--- src/rtl/execute_if.sv ---
// Bundle of the execute stage's fetch handshake, program-RAM bus and
// architectural status outputs. The master side is the execute stage.
interface execute_if #(
  parameter int AW = 12,
  parameter int DW = 16
);
  logic          ir_valid;
  logic [DW-1:0] ir;
  logic          ir_ready;
  logic          pc_load;
  logic [AW-1:0] pc_d;
  logic [AW-1:0] mem_addr;
  logic          mem_we;
  logic [DW-1:0] mem_wdata;
  logic [DW-1:0] mem_rdata;
  logic [DW-1:0] acc;
  logic          zf;
  logic          cf;
  logic          halted;

  modport master (
    input  ir_valid, ir, mem_rdata,
    output ir_ready, pc_load, pc_d, mem_addr, mem_we, mem_wdata,
           acc, zf, cf, halted
  );

  modport slave (
    output ir_valid, ir, mem_rdata,
    input  ir_ready, pc_load, pc_d, mem_addr, mem_we, mem_wdata,
           acc, zf, cf, halted
  );
endinterface

--- src/rtl/execute.sv ---
// Execute stage: accepts one instruction word at a time from fetch, decodes
// opcode[15:12] + addr[11:0], runs it against a synchronous single-port
// program RAM, keeps the accumulator and Z/C flags, and redirects fetch on
// taken jumps. The all-ones word halts the stage until reset.
module execute #(
  parameter int AW = 12,
  parameter int DW = 16
) (
  input logic    clk,
  input logic    rst_n,
  execute_if.master bus
);

  typedef enum logic [1:0] {
    IDLE   = 2'd0,
    DECODE = 2'd1,
    MEMRD  = 2'd2,
    HALT   = 2'd3
  } state_t;

  localparam logic [3:0] OP_LD  = 4'h1;
  localparam logic [3:0] OP_ST  = 4'h2;
  localparam logic [3:0] OP_ADD = 4'h3;
  localparam logic [3:0] OP_SUB = 4'h4;
  localparam logic [3:0] OP_AND = 4'h5;
  localparam logic [3:0] OP_JMP = 4'h6;
  localparam logic [3:0] OP_JZ  = 4'h7;

  state_t        r_state;
  state_t        w_next;
  logic [DW-1:0] r_opreg;
  logic [DW-1:0] r_acc;
  logic          r_zf;
  logic          r_cf;
  logic          r_halted;

  logic [3:0]    w_op;
  logic          w_haltWord;
  logic          w_accept;
  logic [DW:0]   w_sum;
  logic [DW:0]   w_diff;
  logic [DW-1:0] w_and;

  assign w_op       = r_opreg[DW-1:DW-4];
  assign w_haltWord = (r_opreg == {DW{1'b1}});
  assign w_accept   = bus.ir_valid && (r_state == IDLE);

  // The top bit of the 17-bit sum is the carry; of the difference, the borrow.
  assign w_sum  = {1'b0, r_acc} + {1'b0, bus.mem_rdata};
  assign w_diff = {1'b0, r_acc} - {1'b0, bus.mem_rdata};
  assign w_and  = r_acc & bus.mem_rdata;

  // The operand address and jump target both come straight from the held word.
  assign bus.mem_addr  = r_opreg[AW-1:0];
  assign bus.pc_d      = r_opreg[AW-1:0];
  assign bus.mem_wdata = r_acc;
  assign bus.acc       = r_acc;
  assign bus.zf        = r_zf;
  assign bus.cf        = r_cf;
  assign bus.halted    = r_halted;

  // State register; reset returns to IDLE and aborts any instruction in flight.
  always_ff @(posedge clk or negedge rst_n) begin
    if (!rst_n) begin
      r_state <= IDLE;
    end else begin
      r_state <= w_next;
    end
  end

  // Next-state and strobe decode from the current state and the held word.
  always_comb begin
    w_next       = r_state;
    bus.ir_ready = 1'b0;
    bus.pc_load  = 1'b0;
    bus.mem_we   = 1'b0;
    case (r_state)
      IDLE: begin
        bus.ir_ready = 1'b1;
        if (bus.ir_valid) begin
          w_next = DECODE;
        end
      end
      DECODE: begin
        w_next = IDLE;
        if (w_haltWord) begin
          w_next = HALT;
        end else begin
          case (w_op)
            OP_LD, OP_ADD, OP_SUB, OP_AND: w_next = MEMRD;
            OP_ST:  bus.mem_we  = 1'b1;
            OP_JMP: bus.pc_load = 1'b1;
            OP_JZ:  bus.pc_load = r_zf;
            default: w_next = IDLE;
          endcase
        end
      end
      MEMRD: begin
        w_next = IDLE;
      end
      HALT: begin
        w_next = HALT;
      end
      default: begin
        w_next = IDLE;
      end
    endcase
  end

  // Datapath: latch the accepted word, set the sticky halt, and retire
  // memory-operand instructions on the edge that leaves MEMRD.
  always_ff @(posedge clk or negedge rst_n) begin
    if (!rst_n) begin
      r_opreg  <= '0;
      r_acc    <= '0;
      r_zf     <= 1'b0;
      r_cf     <= 1'b0;
      r_halted <= 1'b0;
    end else begin
      if (w_accept) begin
        r_opreg <= bus.ir;
      end
      if (r_state == DECODE && w_haltWord) begin
        r_halted <= 1'b1;
      end
      if (r_state == MEMRD) begin
        case (w_op)
          OP_LD: begin
            r_acc <= bus.mem_rdata;
            r_zf  <= (bus.mem_rdata == '0);
          end
          OP_ADD: begin
            r_acc <= w_sum[DW-1:0];
            r_cf  <= w_sum[DW];
            r_zf  <= (w_sum[DW-1:0] == '0);
          end
          OP_SUB: begin
            r_acc <= w_diff[DW-1:0];
            r_cf  <= w_diff[DW];
            r_zf  <= (w_diff[DW-1:0] == '0);
          end
          OP_AND: begin
            r_acc <= w_and;
            r_zf  <= (w_and == '0);
          end
          default: begin
            r_acc <= r_acc;
          end
        endcase
      end
    end
  end

endmodule

--- src/flat_wrapper.sv ---
// flat-port wrapper written by rule: the top's interface ports become plain ports
module execute_flat 
#(
  parameter int AW = 12,
  parameter int DW = 16
)
  (clk, rst_n, bus_ir_valid, bus_ir, bus_mem_rdata, bus_ir_ready, bus_pc_load, bus_pc_d, bus_mem_addr, bus_mem_we, bus_mem_wdata, bus_acc, bus_zf, bus_cf, bus_halted);
  execute_if #(.AW(AW), .DW(DW)) bus_i ();
  input logic clk;
  input logic rst_n;
  input wire logic [$bits(bus_i.ir_valid)-1:0] bus_ir_valid;
  input wire logic [$bits(bus_i.ir)-1:0] bus_ir;
  input wire logic [$bits(bus_i.mem_rdata)-1:0] bus_mem_rdata;
  output wire logic [$bits(bus_i.ir_ready)-1:0] bus_ir_ready;
  output wire logic [$bits(bus_i.pc_load)-1:0] bus_pc_load;
  output wire logic [$bits(bus_i.pc_d)-1:0] bus_pc_d;
  output wire logic [$bits(bus_i.mem_addr)-1:0] bus_mem_addr;
  output wire logic [$bits(bus_i.mem_we)-1:0] bus_mem_we;
  output wire logic [$bits(bus_i.mem_wdata)-1:0] bus_mem_wdata;
  output wire logic [$bits(bus_i.acc)-1:0] bus_acc;
  output wire logic [$bits(bus_i.zf)-1:0] bus_zf;
  output wire logic [$bits(bus_i.cf)-1:0] bus_cf;
  output wire logic [$bits(bus_i.halted)-1:0] bus_halted;
  assign bus_i.ir_valid = bus_ir_valid;
  assign bus_i.ir = bus_ir;
  assign bus_i.mem_rdata = bus_mem_rdata;
  assign bus_ir_ready = bus_i.ir_ready;
  assign bus_pc_load = bus_i.pc_load;
  assign bus_pc_d = bus_i.pc_d;
  assign bus_mem_addr = bus_i.mem_addr;
  assign bus_mem_we = bus_i.mem_we;
  assign bus_mem_wdata = bus_i.mem_wdata;
  assign bus_acc = bus_i.acc;
  assign bus_zf = bus_i.zf;
  assign bus_cf = bus_i.cf;
  assign bus_halted = bus_i.halted;
  execute #(.AW(AW), .DW(DW)) u_core (.clk(clk), .rst_n(rst_n), .bus(bus_i));
endmodule
--- config.mk ---
export PLATFORM = sky130hd
export DESIGN_NAME = execute_flat
export DESIGN_NICKNAME = d
export VERILOG_FILES = /design/src/rtl/execute_if.sv /design/src/rtl/execute.sv /design/src/flat_wrapper.sv
export SDC_FILE = /design/constraint.sdc
export NUM_CORES = 1
export LEC_CHECK = 0
export ABC_AREA = 1
export ABC_CLOCK_PERIOD_IN_PS = 3100
export CAP_MARGIN = 20
export CORE_MARGIN = 2
export CORE_UTILIZATION = 45
export CTS_CLUSTER_SIZE = 25
export DETAILED_ROUTE_END_ITERATION = 12
export HOLD_SLACK_MARGIN = 0.02
export MAX_ROUTING_LAYER = met4
export PLACE_DENSITY_LB_ADDON = 0.1
export SLEW_MARGIN = 30
export SYNTH_ARGS = -nofsm -noshare
export SYNTH_HDL_FRONTEND = slang
export SYNTH_SLANG_ARGS = --single-unit
--- constraint.sdc ---
create_clock -name clk -period 3.1 [get_ports clk]
set_input_delay 0.62 -clock clk [delete_from_list [all_inputs] [get_ports clk]]
set_output_delay 0.62 -clock clk [all_outputs]
set_load 0.005 [all_outputs]
### Yosys cells after proc, flatten, opt, wreduce, memory -nomap -nowiden

Index checks and enable logic that the tools add are counted.

* register bits after elaboration: 37
* input port bits: 35
* output and inout bits: 62
* word-level logic and storage cells: 47

* add/subtract/negate cells: 2
* equality and inequality tests: 12
* muxes and demuxes: 14
* bitwise operators: 1
* reductions and logical operators: 12

Operators by type and width (count)
* 16-bit zero test: 4
* 16-bit one-hot mux with 4 select lines: 1
* 16-bit by 16-bit adder with 17-bit output: 1
* 16-bit by 16-bit subtractor with 17-bit output: 1
* 16-bit AND: 1
* 16-bit equality test, second input constant: 1
* 4-bit by 3-bit equality test with 1-bit output, second input constant: 4
* 4-bit by 2-bit equality test with 1-bit output, second input constant: 2
* 2-bit one-hot mux with 4 select lines: 1
* 1-bit two-way mux: 6
* 2-bit two-way mux: 3
* 2-bit equality test, second input constant: 2
* 4-bit by 1-bit equality test with 1-bit output, second input constant: 1
* 1-bit one-hot mux with 2 select lines: 2
* 1-bit one-hot mux with 4 select lines: 1
* 2-bit AND reduction: 2
* 4-bit nonzero test: 1
* 4-bit OR reduction: 1
* 2-bit by 1-bit equality test with 1-bit output, second input constant: 1
* 1-bit logical AND: 2
* 2-bit zero test: 1
* 2-bit != test, second input constant: 1
* 2-bit nonzero test: 1

### Longest topological paths before layout

Gate-level depths: netlist of the first run.

* depth in word-level cells: 5
* depth in mapped cells: 19

### Least setup slack after synthesis of the first run

Ideal clock, no wire load.

* path type: input -> register
* start point: in bus_mem_rdata[0]
* end point: reg u_core.r_cf (netlist: u_core.bus.cf)
* arrival time: 2093 ps
* data required time: 2984 ps
* slack: 890 ps
* stages on the path: 14
* buffers on the path: 0
* cell sequence: ha_1 > fa_1 > nand2_2 > nand2_2 > nand3_1 > nand2_2 > nand3_1 > nand2_1 > a21oi_1 > nor2_1 > o21ai_1 > nand2_1 > nand2_1 > nand2_1

* cells in the longest elaborated chain, start to end: 2

Ends and longest elaborated chain
* start: declaration: RTL line flat_wrapper.sv:13 `input wire logic [$bits(bus_i.mem_rdata)-1:0] bus_mem_rdata;`
* 16-bit by 16-bit subtractor with 17-bit output or 16-bit by 16-bit adder with 17-bit output (tied branches): RTL line execute.sv:50, execute.sv:49
* 1-bit one-hot mux with 2 select lines *: RTL line execute.sv:127 `case (w_op)`
* end signal: assignment: RTL line execute.sv:134 `r_cf <= w_sum[DW];`
* end signal: assignment: RTL line execute.sv:139 `r_cf <= w_diff[DW];`
* end: declaration: RTL line execute.sv:34 `logic r_cf;`

Every way passes the cells marked *; elsewhere a longest branch is shown, timed or not.
A chain may end at the register's enable or synchronous reset.

### Final worst setup path of the first run

* start point: in bus_mem_rdata[9]
* end point: reg u_core.r_zf (netlist: u_core.bus.zf)

* cells in the longest elaborated chain, start to end: 3

Ends and longest elaborated chain
* 16-bit by 16-bit subtractor with 17-bit output (tied with other cells): RTL line execute.sv:50 `assign w_diff = {1'b0, r_acc} - {1'b0, bus.mem_rdata};`
* 16-bit zero test, on equally long branches: RTL line execute.sv:140, execute.sv:135, execute.sv:144
* 1-bit one-hot mux with 4 select lines *: RTL line execute.sv:127
* end signal: assignment: RTL line execute.sv:130 `r_zf <= (bus.mem_rdata == '0);`
* end signal: assignment: RTL line execute.sv:140 `r_zf <= (w_diff[DW-1:0] == '0);`
* end signal: assignment: RTL line execute.sv:144 `r_zf <= (w_and == '0);`
* end: declaration: RTL line execute.sv:33 `logic r_zf;`

Marks and branches as above.

==> metrics, run 1 <==
clock-pin slew on the worst setup and hold paths=~90 ps; #FFs+latches synth=37; Startpoint Class=input port; max-cap viol count=0; Worst Path Required=around 3300 ps; GRT Total Usage=between 20% and 30%; asr flop ratio synth=100%; fin crit share=~89%; worst rel slew slack=48.7%; core area=9820 sq um; met1 usage=between 30 and 40%; CTS Buf Count=5; Reg2Reg Setup Slack=approximately 700 ps; CP Data Arrival Time=just under 3000 ps; critical path type=input port to flip-flop; minimum clock period=between 2000 and 3000 ps; max incr delay on CP=520 ps; H-tree levels=2; Setup violations, final=0; DP Worst Slack=-27.0 ps; power density cells=just under 1000 nW/um^2; die height=about 100 um; Max Freq=approximately 360 MHz; Syn Area/Cell=approximately 6.5 sq um; clock skew=approximately 12 ps; GR peak layer=met2; drt via density=approximately 5.2; crit end category=flip-flop; drt total wl=around 15000 um; crit path max fanout=7; initial antenna violation count=0; final hold violations=0; placed cell area=between 5000 and 6000 sq um; Root Buffer=clkbuf_8; # rows=36; post-synthesis sequential area ratio=20.3%; Worst-Margin Slew=approximately 770 ps; DR WL/cell=roughly 16 um; GP Congestion=about 1.1; Min Hold Slack=about 270 ps; CP bufs+invs=3; run status=complete, no violations; Hold Buf Count CTS=0; Clock Path Buffers=2; Cells after Synth=approximately 700; Final Cell Area=approximately 5600 sq um; Main synth FF type=dfrtp_1; die span in x=105 um; Crit path top cell by count=nand2_1; grt total ovfl=0; Syn Std Cell Area=approximately 4600 sq um; P_leak=around 2.8 nW; first-pass GRT wire length=~24000 um; initial core utilization=a little under half; Final ANT Viol Nets=0; hpwl dp=approximately 12000 um; diode count=0; # IOs=between 90 and 100; slowest stage cell, crit path=clkdlybuf4s50_1; Final Max Slew Viols=0; DR vias=around 4.7k; CTS tree=yes; clk_lat worst skew=310 ps; fillers=1009; Max VDD drop=~500 uV; largest net degree at the start of global routing=38; Post-synth EDFFs=0; post-cts sizing count=0; unrepaired setup endpoints after global routing=no; CTS Sinks=37; Die Area=10900 sq um; Post-Syn Nets=around 770; port buffer count=96; Synth cell types=47; delay-heaviest family, CP=simple AND/OR/NAND/NOR gates; DRC=0; layout net count=between 800 and 900; Hold WC Path Type=input port to async pin; GRT met2 Usage=~45%; layout cells sized above 1=14.4%; Ys Warns=0; # Post-CTS Setup Buffers=0; DR pass1 iterations=5; CP Cell Sequence=clkdlybuf4s50_1 > inv_1 > ha_1 > nand2_2 > inv_1 > nand2_1 > nand2_1 > a21oi_1 > nand2_1 > nand2_1 > nand2_1 > nand2_1 > nor2_1 > nand3_1 > nand3_1 > nand2_1 > nand2_1; drt initial violations=about 280; worst setup margin=around 330 ps; vias in the first global route=4669; Synth-to-Final Area Change=22.8%; GR Util met3=approximately 4.7%
[synth_stat cells, types with 6 or more instances]
master,number,area share [%]
o21ai_1,10,1.1
a21oi_2,6,1.2
mux2_2,10,2.5
nand2_1,198,16
inv_2,9,0.74
inv_1,93,7.7
a21oi_1,28,3.1
buf_4,42,6.9
buf_6,11,2.7
nand4_1,15,2.1
nor2_1,52,4.3
nand2_2,19,2.6
nor3_1,6,0.66
ha_1,33,9.1
nor2_2,8,1.1
nand3_1,44,4.8
dfrtp_1,37,20
o21ai_0,13,1.4
[stage by stage]
step	util, %	setup TNS (ps)	power (mW)	instances
3_3_place_gp	55.7	0	4.96	898
4_1_cts	57.0	0	5.47	906
5_1_grt	57.0	0	5.97	906
6_report	57.0	0	5.50	906
3_5_place_dp	55.7	-27.0	4.97	898
2_1_floorplan	-	0	3.70	697
[report_power, final]
group	switching (mW)	internal, mW	leakage (nW)
Sequential	0.277	0.706	0.419
Combinational	2.28	1.77	2.37
Clock	0.205	0.262	0.0574
Total	2.76	2.74	2.84
[path summary, 6_finish.rpt]
path / from / to / depth (start not counted)
worst max register to register: u_core.bus.acc[11] / u_core.bus.acc[15] / 12
worst min register to register: u_core.bus.halted / u_core.bus.halted / 1
worst min-delay path: rst_n / u_core.bus.acc[2] / 1
worst max-delay path: bus_mem_rdata[9] / u_core.bus.zf / 17
max in group asynchronous: rst_n / u_core.r_opreg[7] / 1
min in group clk: u_core.bus.halted / u_core.bus.halted / 1
[layer usage]
metal  routed length, um  vias to the layer above
li1                    -                     2334
met1                6710                     2186
met2                6560                      188
met3                1180                       31
met4                 469                        0
met5                   0                        -
[registers in the layout (all words and copies together), names as in the netlist]
register	count
u_core.bus.zf	1
u_core.r_opreg	16
u_core.r_state	2
u_core.bus.cf	1
u_core.bus.halted	1
u_core.bus.acc	16
[area by class of cell]
| type | instances | area (sq um) | area share, % |
|---|---|---|---|
| Clock buffer | 6 | 82.6 | 1.48 |
| Clock inverter | 2 | 37.5 | 0.671 |
| Inverter | 105 | 399 | 7.13 |
| Multi-Input combinational cell | 495 | 2760 | 49.3 |
| Sequential cell | 37 | 926 | 16.5 |
| Tap cell | 133 | 166 | 2.97 |
| Timing Repair Buffer | 128 | 1220 | 21.9 |
[layout by cell type (no fill, tap or decap), types with 2 or more instances in the layout]
cell type          n
a21oi_1           28
a21oi_2            6
a221oi_1           2
buf_12             2
buf_4             31
clkbuf_8           6
clkdlybuf4s50_1   95
dfrtp_1           37
fa_1               2
ha_1              33
inv_1             93
inv_2              9
inv_4              2
mux2_2            10
nand2_1          198
nand2_2           19
nand2_4            3
nand3_1           44
nand3_2            3
nand4_1           15
nor2_1            52
nor2_2             8
nor2_4             4
nor3_1             6
nor3_2             3
nor4_1             5
o2111ai_1          3
o211ai_1           3
o21ai_0           13
o21ai_1           10
o21bai_1           2
o221ai_1           2
o22ai_1            5
o31ai_1            2
xor2_1             3
[logic make-up after synthesis]
kind of cell | share of synthesized area (%)
AOI/OAI and AO/OA | 11.4
xor gates and xnor gates | 0.769
adders and majority gates | 9.94
buffers and inverters | 19.1
DFF | 20.3
muxes | 2.47
and+or+nand+nor | 36.0
[worst reg2reg max path: stages (launching register included)]
cell     delay, ps
dfrtp_1        450
ha_1           470
buf_4          220
nor2_1         180
nand3_1        130
nor2_1         230
nor2_2          60
nand3_1         80
nand2_1         90
nand2_1         70
nand3_1         80
o21ai_1        140
nand2_1         70
(Power assumes the default switching activity.)
==> run 2, diff against run 1 <==
Settings changed: CTS_CLUSTER_DIAMETER set to 200, CTS_CLUSTER_SIZE 25 to 28.
==> results of run 2 <==
No change in the layout: final DEF, timing and power equal those of run 1.
==> run 3, diff against run 2 <==
Settings changed: ABC_CLOCK_PERIOD_IN_PS 3100 to 3000, CTS_BUF_LIST set to sky130_fd_sc_hd__clkbuf_16.
Clock period 3.1 ns to 3 ns, I/O delays scaled along.
==> run 3 against run 2 <==
  * Core utilization increased by 1.9 points
  * Worst hold slack lost 75 ps
  * First-iteration DRC count increased by 19%
  * Setup slack worse by 160 ps
  * Final area increased by 3.4%
  * Register-to-register slack worse by 140 ps
  * Sequential cell count is the same
  * Combinational power up 8.4%
  * Global-route usage grew 0.27 points
==> metrics, run 3 (same netlist as run 1, synthesis figures left out) <==
Final ANT Viol Nets=0; drt initial violations=330; CTS tree=yes; port buffer count=96; GP Congestion=roughly 1.0; Max VDD drop=650 uV; Worst Setup SP=bus_mem_rdata[11]; max-cap viol count=0; unrepaired setup endpoints after global routing=no; # IOs=between 90 and 100; # rows=36; CP Data Arrival Time=around 3000 ps; grt total ovfl=0; worst setup margin=around 170 ps; Final Power=5.93 mW; minimum clock period=about 2800 ps; crit path max fanout=9; DR pass1 iterations=5; Final Max Slew Viols=0; initial antenna violation count=0; r2r worst-path depth=15; Hold WC Path Type=input port to async pin; GRT Total Usage=approximately 29%; final setup TNS=0 ps; Synth-to-Final Area Change=27.0%; placed cell area=~5600 sq um; critical path type=input port to flip-flop; die height=105 um; post-cts sizing count=0; Max Freq=approximately 350 MHz; FF-to-FF Start=u_core.bus.acc[7]; Setup violations, final=0; DP Worst Slack=-80.5 ps; layout cells sized above 1=about 17%; first-pass GRT wire length=roughly 24000 um; drt via density=a little over 5; most common cell after layout, fill and taps aside=nand2_1; die span in x=~100 um; power density cells=approximately 1000 nW/um^2; drt total wl=~15000 um; DR vias=between 4k and 5k; Hold Buf Count CTS=0; fin crit share=94.3%; Clock Path Buffers=2; slowest stage cell, crit path=clkdlybuf4s50_1; Die Area=between 10000 and 15000 sq um; worst rel slew slack=between 40% and 50%; # Post-CTS Setup Buffers=0; CTS Buf Count=5; initial core utilization=46.4%; CP Cell Sequence=clkdlybuf4s50_1 > inv_1 > ha_1 > nand2_2 > nor2_2 > and3_1 > nand2_2 > nand2_1 > nand2_1 > nand2_1 > o21ai_1 > a21oi_1 > o21ai_1 > nand2_1 > nand2_1; Worst-Margin Slew=772 ps; Root Buffer=clkbuf_16; H-tree levels=2; clock-pin slew on the worst setup and hold paths=60 ps; fillers=~1k; hpwl dp=around 12000 um; vias in the first global route=between 4k and 5k; DR WL/cell=approximately 16 um; clk_lat worst skew=280 ps; layout net count=between 800 and 900; DRC=0; CTS Sinks=37; largest net degree at the start of global routing=38; clock skew=between 4 and 5 ps; max incr delay on CP=510 ps; Worst Path Required=3170 ps; commonest cells after routing, fill and taps aside=198 x nand2_1, 95 x clkdlybuf4s50_1, 94 x inv_1, 53 x buf_4, 52 x nor2_1; Crit path top cell by count=nand2_1; Final Cell Area=approximately 5800 sq um; Min Hold Slack=~200 ps; core area=~9800 sq um; crit end category=flip-flop; final hold violations=0; Startpoint Class=input port; diode count=0; P_leak=2.97 nW; run status=complete, no violations
## run 3: changes by cell type in the layout (fill, tap and decap cells not counted), moves of 2 or more
cell | before | now
buf_4 | 31 | 53
clkbuf_8 | 6 | 0
clkbuf_16 | 0 | 5
clkinv_2 | 0 | 2
## run 3: stage by stage
step | instances | util, %
after floorplan | 697 | -
after global placement | 920 | 57.3
after detailed placement | 920 | 57.3
after CTS | 928 | 58.7
after global routing | 929 | 58.9
final | 929 | 58.9
## run 3: where the power goes
group | internal, mW | switching (mW) | total [mW]
Sequential | 0.731 | 0.294 | 1.03
Combinational | 1.96 | 2.43 | 4.39
Clock | 0.302 | 0.215 | 0.517
## run 3: area by class of cell
| class | instances | area, sq um | area share [%] |
|---|---|---|---|
| Clock buffer | 5 | 125 | 2.16 |
| Clock inverter | 3 | 13.8 | 0.238 |
| Inverter | 105 | 399 | 6.90 |
| Multi-Input combinational cell | 495 | 2760 | 47.7 |
| Sequential cell | 37 | 926 | 16.0 |
| Tap cell | 133 | 166 | 2.88 |
| Timing Repair Buffer | 151 | 1390 | 24.1 |
## run 3: worst paths after layout
check	slack (ps)	endpoint
setup / recovery	170	u_core.bus.acc[14]
hold / removal	200	u_core.r_opreg[11]
setup reg to reg	580	u_core.bus.acc[14]
hold reg to reg	480	u_core.bus.halted
max in group asynchronous	2350	u_core.bus.acc[15]
min in group clk	480	u_core.bus.halted
## run 3: per-layer routing
metal | global-route usage (%) | up-vias | share of wire (%)
met4 | 9.71 | 0 | 2.9
met2 | 46.4 | 190 | 45
met3 | 3.12 | 24 | 7.0
met1 | 37.9 | 2210 | 46
met5 | - | - | 0
li1 | - | 2384 | -
## run 3: critical path: cells and delay by family
kind | cells | cell delay [ps]
adder cells (fa/ha/maj) | 1 | 490
AO/OA/AOI/OAI | 3 | 320
AND/OR/NAND/NOR | 9 | 1020
buffers and inverters | 2 | 580
